File: config.mk
export PLATFORM = sky130hd
export DESIGN_NAME = stopwatch_lap_timer
export DESIGN_NICKNAME = d
export VERILOG_FILES = /design/src/rtl/stopwatch_lap_timer.sv
export SDC_FILE = /design/constraint.sdc
export NUM_CORES = 1
export LEC_CHECK = 0
export ABC_CLOCK_PERIOD_IN_PS = 5400
export BUFFER_PORTS_ARGS = -buffer_cell sky130_fd_sc_hd__buf_2
export CAP_MARGIN = 10
export CORE_MARGIN = 8
export CORE_UTILIZATION = 55
export CTS_BUF_LIST = sky130_fd_sc_hd__clkbuf_16
export DETAILED_ROUTE_END_ITERATION = 10
export HOLD_SLACK_MARGIN = 0.15
export PLACE_DENSITY = 0.81
export SLEW_MARGIN = 40
export SYNTH_ARGS = -nofsm -noshare
export SYNTH_HDL_FRONTEND = slang
export SYNTH_SLANG_ARGS = --single-unit
File: constraint.sdc
create_clock -name clk -period 5.4 [get_ports clk]
set_clock_uncertainty 0.1 [all_clocks]
set_input_delay 0.54 -clock clk [delete_from_list [all_inputs] [get_ports clk]]
set_output_delay 0.54 -clock clk [all_outputs]
set_load 0.01 [all_outputs]
File: src/rtl/stopwatch_lap_timer.sv
// stopwatch_lap_timer: parametrised BCD stopwatch with up/down count, IDLE/RUN/PAUSE/DONE FSM and lap FIFO.
// Optional split-time laps under `define LAP_SPLIT_EN.
module stopwatch_lap_timer #(
  parameter int          FRAC_DIGITS = 1,
  parameter logic [7:0]  MM_MAX      = 8'h59,
  parameter int          LAP_DEPTH   = 4,
  parameter int          LAP_AW      = 2,
  localparam int         FW          = 4 * FRAC_DIGITS,
  localparam int         TW          = 16 + FW
) (
  input  logic          clk,
  input  logic          clr,
  input  logic          ci,
  input  logic          start,
  input  logic          stop,
  input  logic          lap,
  input  logic          down,
  input  logic          load,
  input  logic [TW-1:0] load_val,
  output logic [FW-1:0] q_frac,
  output logic [7:0]    q_ss,
  output logic [7:0]    q_mm,
  output logic          running,
  output logic          co,
  input  logic          lap_rd,
  output logic [TW-1:0] lap_q,
  output logic          lap_valid,
  output logic          lap_full,
  output logic          lap_ovf
);
  typedef enum logic [1:0] {IDLE, RUN, PAUSE, DONE} state_t;

  function automatic logic [7:0] bcd_inc(input logic [7:0] b);
    return (b[3:0] == 4'd9) ? {b[7:4] + 4'd1, 4'd0} : b + 8'd1;
  endfunction

  function automatic logic [7:0] bcd_dec(input logic [7:0] b);
    return (b[3:0] == 4'd0) ? {b[7:4] - 4'd1, 4'd9} : b - 8'd1;
  endfunction

  // Returns {carry_out_of_mm, next_time}; carry marks the MM_MAX:59:9..9 wrap.
  function automatic logic [TW:0] step_up(input logic [TW-1:0] t);
    logic [TW-1:0] r;
    logic c;
    r = t;
    c = 1'b1;
    for (int i = 0; i < FRAC_DIGITS; i++)
      if (c) begin
        c = (t[4*i+:4] == 4'd9);
        r[4*i+:4] = c ? 4'd0 : t[4*i+:4] + 4'd1;
      end
    if (c) begin
      c = (t[FW+:8] == 8'h59);
      r[FW+:8] = c ? 8'h00 : bcd_inc(t[FW+:8]);
    end
    if (c) begin
      c = (t[FW+8+:8] == MM_MAX);
      r[FW+8+:8] = c ? 8'h00 : bcd_inc(t[FW+8+:8]);
    end
    return {c, r};
  endfunction

  function automatic logic [TW-1:0] step_dn(input logic [TW-1:0] t);
    logic [TW-1:0] r;
    logic b;
    r = t;
    b = 1'b1;
    for (int i = 0; i < FRAC_DIGITS; i++)
      if (b) begin
        b = (t[4*i+:4] == 4'd0);
        r[4*i+:4] = b ? 4'd9 : t[4*i+:4] - 4'd1;
      end
    if (b) begin
      b = (t[FW+:8] == 8'h00);
      r[FW+:8] = b ? 8'h59 : bcd_dec(t[FW+:8]);
    end
    if (b)
      r[FW+8+:8] = (t[FW+8+:8] == 8'h00) ? MM_MAX : bcd_dec(t[FW+8+:8]);
    return r;
  endfunction

  function automatic logic legal(input logic [TW-1:0] v);
    logic ok;
    ok = (v[FW+:8] <= 8'h59) && (v[FW+8+:8] <= MM_MAX);
    for (int i = 0; i < TW / 4; i++)
      ok = ok && (v[4*i+:4] <= 4'd9);
    return ok;
  endfunction

  state_t        st_q, st_d;
  logic [TW-1:0] t_q, t_d;
  logic          dir_q, dir_d;
  logic          co_q, co_d;
  logic          run_q;
  logic          ovf_q, ovf_d;
  logic [LAP_AW:0] wp_q, rp_q;
  logic [TW-1:0] mem_q [LAP_DEPTH];
  logic [TW:0]   up_r;
  logic [TW-1:0] dn_r;
  logic          dn_zero, lap_ok, pop, push;
  logic [TW-1:0] push_val;

  assign up_r    = step_up(t_q);
  assign dn_r    = step_dn(t_q);
  assign dn_zero = (dn_r == '0) || (t_q == '0);

  always_comb begin
    st_d  = st_q;
    t_d   = t_q;
    dir_d = dir_q;
    co_d  = 1'b0;
    if ((st_q == IDLE || st_q == PAUSE) && load && legal(load_val))
      t_d = load_val;
    case (st_q)
      IDLE:
        if (start && !stop && !(down && t_q == '0)) begin
          st_d  = RUN;
          dir_d = down;
        end
      RUN:
        if (stop)
          st_d = PAUSE;
        else if (ci && dir_q) begin
          t_d  = dn_zero ? '0 : dn_r;
          co_d = dn_zero;
          st_d = dn_zero ? DONE : RUN;
        end else if (ci) begin
          t_d  = up_r[TW-1:0];
          co_d = up_r[TW];
        end
      PAUSE:
        if (stop) begin
          st_d = IDLE;
          t_d  = '0;
        end else if (start)
          st_d = RUN;
      default:
        st_d = stop ? IDLE : DONE;
    endcase
  end

  assign lap_valid = (wp_q != rp_q);
  assign lap_full  = ((wp_q - rp_q) == (LAP_AW+1)'(LAP_DEPTH));
  assign lap_q     = mem_q[rp_q[LAP_AW-1:0]];
  assign lap_ok    = lap && (st_q == RUN || st_q == PAUSE);
  assign pop       = lap_rd && lap_valid;
  assign push      = lap_ok && (!lap_full || pop);
  assign ovf_d     = (st_q == PAUSE && stop) ? 1'b0 : ovf_q | (lap_ok & lap_full & ~pop);

`ifdef LAP_SPLIT_EN
  logic [TW-1:0] sp_q, sp_d;
  logic [TW:0]   sp_up;
  assign sp_up    = step_up(sp_q);
  assign push_val = sp_q;
  // Split restarts on a fresh run and on every lap actually stored.
  assign sp_d = ((st_q == IDLE && st_d == RUN) || push) ? '0 :
                (st_q == RUN && ci && !stop) ? sp_up[TW-1:0] : sp_q;
  always_ff @(posedge clk or negedge clr)
    if (!clr)
      sp_q <= '0;
    else
      sp_q <= sp_d;
`else
  assign push_val = t_q;
`endif

  always_ff @(posedge clk or negedge clr)
    if (!clr) begin
      st_q  <= IDLE;
      t_q   <= '0;
      dir_q <= 1'b0;
      co_q  <= 1'b0;
      run_q <= 1'b0;
      ovf_q <= 1'b0;
      wp_q  <= '0;
      rp_q  <= '0;
    end else begin
      st_q  <= st_d;
      t_q   <= t_d;
      dir_q <= dir_d;
      co_q  <= co_d;
      run_q <= (st_d == RUN);
      ovf_q <= ovf_d;
      wp_q  <= wp_q + (LAP_AW+1)'(push);
      rp_q  <= rp_q + (LAP_AW+1)'(pop);
    end

  always_ff @(posedge clk)
    if (push)
      mem_q[wp_q[LAP_AW-1:0]] <= push_val;

  assign q_frac  = t_q[FW-1:0];
  assign q_ss    = t_q[FW+:8];
  assign q_mm    = t_q[FW+8+:8];
  assign running = run_q;
  assign co      = co_q;
  assign lap_ovf = ovf_q;
endmodule

==> results by group <==
Placement
  • DP HPWL: 12100 microns
  • Port bufs: 73
  • Placer Congestion: 0.948
  • Setup Slack @ Placement: 1610 ps

Logic synthesis
  • Yosys reg bits: 112
  • Fraction of registers with async set/reset: 0.286
  • Post-synthesis sequential area ratio: 0.487
  • Ys flop type: edfxtp_1
  • Post-synth net total: 637
  • Mapped cell area: 6570 sq um
  • Yosys warns: 0
  • Synth cell types: 69
  • Mean Syn Cell Area: 11.3 sq um
  • Syn Inst Count: 581
  • Post-synth EDFFs: 80

Die
  • Core area: 11900 sq um
  • Die area: 15700 sq um
  • FP Rows: 40
  • Die Y: 125 microns
  • Initial core utilization: 0.554
  • Die W: 125 microns
  • I/O pin count: 74

STA
  • Worst-margin pin slew: 800 ps
  • Fmax: 0.261 GHz
  • Relative slew slack: 0.462
  • Hold WS: 366 ps
  • Period utilization: 0.710
  • Finish-stage setup viols: 0
  • Worst setup margin: 1570 ps
  • Max Slew Vio Count: 0
  • Final hold viol count: 0
  • Minimum clock period: 3830 ps
  • Setup TNS: 0 ps
  • RSZ-0062 raised after global routing: no

Cells and area
  • Ant diodes: 0
  • Share of layout cells above drive strength 1: 0.220
  • Final #Nets: 692
  • FILL cells: 942
  • Area grow syn2layout: 11.8%

Detailed routing
  • Final WL: 17200 microns
  • Via density: 6.52
  • Detailed Route Iter0 Violations: 588
  • DRC: 0
  • Via count: 5139
  • Final ANT Viol Nets: 0
  • Routed len/inst: 21.8 microns
  • TritonRoute pass-1 iters: 5

Setup path
  • Kind of critical path: flop to flop
  • Startpoint types: flop
  • CP arrival: 3930 ps
  • CP Max Fanout: 18
  • Req. time, crit path: 5500 ps
  • CP Capture Type: flop

Global routing
  • Largest net degree at the start of global routing: 33
  • Vias in the first global route: 5123
  • GRT overflow: 0
  • First-pass GRT wire length: 27600 microns
  • Antenna violations before repair: 0
  • Total GRT Usage: 0.221

Power and ir drop
  • Switching power: 1.66 mW
  • Comb pwr share: 0.482
  • Switching share of power: 0.421
  • Pleak: 2.75 nW
  • PwrDens: 537 nW/um^2
  • Sequential Power Share: 0.347
  • Clock share of power: 0.171
  • Peak VDD IR: 345 uV
  • P_int: 2.28 mW

Status
  • Outcome: completed

CTS
  • Clock sinks: 112
  • Cts repair resizes: 0
  • CTS H-tree depth: 3
  • CTS root buf: clkbuf_16
  • CTS Buf Count: 9
  • Clock Tree Buf Depth: 2
  • Worst-Skew Late Latency: 340 ps
  • CTS tree: done
  • Reg clk slew, reported paths: 70 ps

Flow run
  • Max Cap Viol: 0

Hold path
  • Hold Crit Class: input pin to flop
## cells in the mapped netlist (all sizes together) (6+ instances only)
cell type	n	share of area
xnor2	9	0.012
o22ai	7	0.0067
mux2i	19	0.029
nand2b	6	0.0057
xor2	7	0.0093
edfxtp	80	0.37
dfrtp	32	0.12
nor3b	8	0.0091
a22oi	6	0.0069
nor3	22	0.018
o211ai	11	0.015
a21oi	37	0.028
nor4	7	0.0089
buf	8	0.0080
clkbuf	30	0.017
nor2	26	0.015
o221ai	6	0.0099
mux4	20	0.069
nor2b	12	0.011
and2	6	0.0057
nand3	16	0.012
o21ai	45	0.035
ha	27	0.051
inv	19	0.011
nand2	40	0.023
## final timing paths
kind | from | endpoint | slack [ps] | cells past startpoint
worst max-delay path | push_val[4] | push_val[3] | 1570 | 9
worst min-delay path | down | dir_q | 370 | 2
worst max register to register | push_val[4] | push_val[3] | 1570 | 9
worst min register to register | rp_q[2] | rp_q[2] | 400 | 1
max in group asynchronous | clr | rp_q[1] | 4250 | 2
min in group asynchronous | clr | push_val[18] | 600 | 2
## flip-flops by register name (all words and copies together) (netlist names)
| name | cells |
|---|---|
| mem_q | 80 |
| push_val | 20 |
| rp_q | 3 |
| wp_q | 3 |
| st_q | 2 |
| co | 1 |
| dir_q | 1 |
| lap_ovf | 1 |
| running | 1 |
## metal layers
metal  routed length (microns)  global-route usage  up-vias
li1                          -                   -     2352
met1                      7240               0.291     2486
met2                      8100               0.353      272
met3                      1430              0.0416       29
met4                       404              0.0888        0
met5                         0                   0        -
## cells by family after synthesis
family / after synthesis / synth area share
muxes: 41 / 0.101
DFF: 112 / 0.487
and+or+nand+nor: 163 / 0.132
adders and majority gates: 27 / 0.0514
buffers and inverters: 58 / 0.0366
xor gates and xnor gates: 16 / 0.0213
AOI/OAI and AO/OA: 164 / 0.169
## what timing repair did
action | CTS | global route
hold buffers | 0 | 1
buffers inserted | 0 | 0
endpoints found under the hold margin | 0 | 32
## metrics by stage
| stage | utilization | std cells | cell area [sq um] | power, mW |
|---|---|---|---|---|
| global route | 0.619 | 788 | 7340 | 4.16 |
| global placement | 0.593 | 771 | 7030 | 3.22 |
| CTS | 0.618 | 787 | 7330 | 3.93 |
| finish | 0.619 | 788 | 7340 | 3.94 |
| detailed placement | 0.593 | 771 | 7030 | 3.26 |
| floorplan | - | 581 | 6570 | 2.70 |
## final cells by class
class / count / area [sq um] / area share
Multi-Input combinational cell: 411 / 3150 / 0.428
Inverter: 20 / 75.1 / 0.0102
Timing Repair Buffer: 82 / 438 / 0.0596
Sequential cell: 112 / 3200 / 0.436
Clock inverter: 7 / 72.6 / 0.00988
Tap cell: 147 / 184 / 0.0250
Clock buffer: 9 / 225 / 0.0307
## cells in the final DEF (no fill, tap or decap), types with 10 or more instances in the layout
| master | netlist | routed |
|---|---|---|
| ha_1 | 27 | 27 |
| nor2_1 | 26 | 25 |
| nor2b_1 | 12 | 12 |
| buf_2 | 3 | 72 |
| o211ai_1 | 10 | 10 |
| a21oi_1 | 37 | 37 |
| o21ai_0 | 41 | 41 |
| mux4_2 | 20 | 20 |
| nor3_1 | 21 | 21 |
| dfrtp_1 | 32 | 31 |
| inv_1 | 19 | 21 |
| mux2i_1 | 19 | 19 |
| nand3_1 | 16 | 16 |
| edfxtp_1 | 80 | 80 |
| nand2_1 | 39 | 39 |
## power by group through the flow
stage	sequential [mW]	combinational, mW	clock, mW
floorplan	1.25	1.45	0
detailed placement	1.38	1.88	0
global placement	1.37	1.85	0
global route	1.39	2.06	0.708
finish	1.37	1.90	0.673
CTS	1.36	1.89	0.678
## critical path, cell delays in order (launching register included)
cell	delay [ps]
dfrtp_1	580
inv_1	170
ha_1	310
or3b_1	540
nor3_4	410
nand2_2	120
mux2_4	310
or4_4	570
o211ai_4	400
o221ai_1	170
Note: power is estimated with default switching activity, not from simulation.
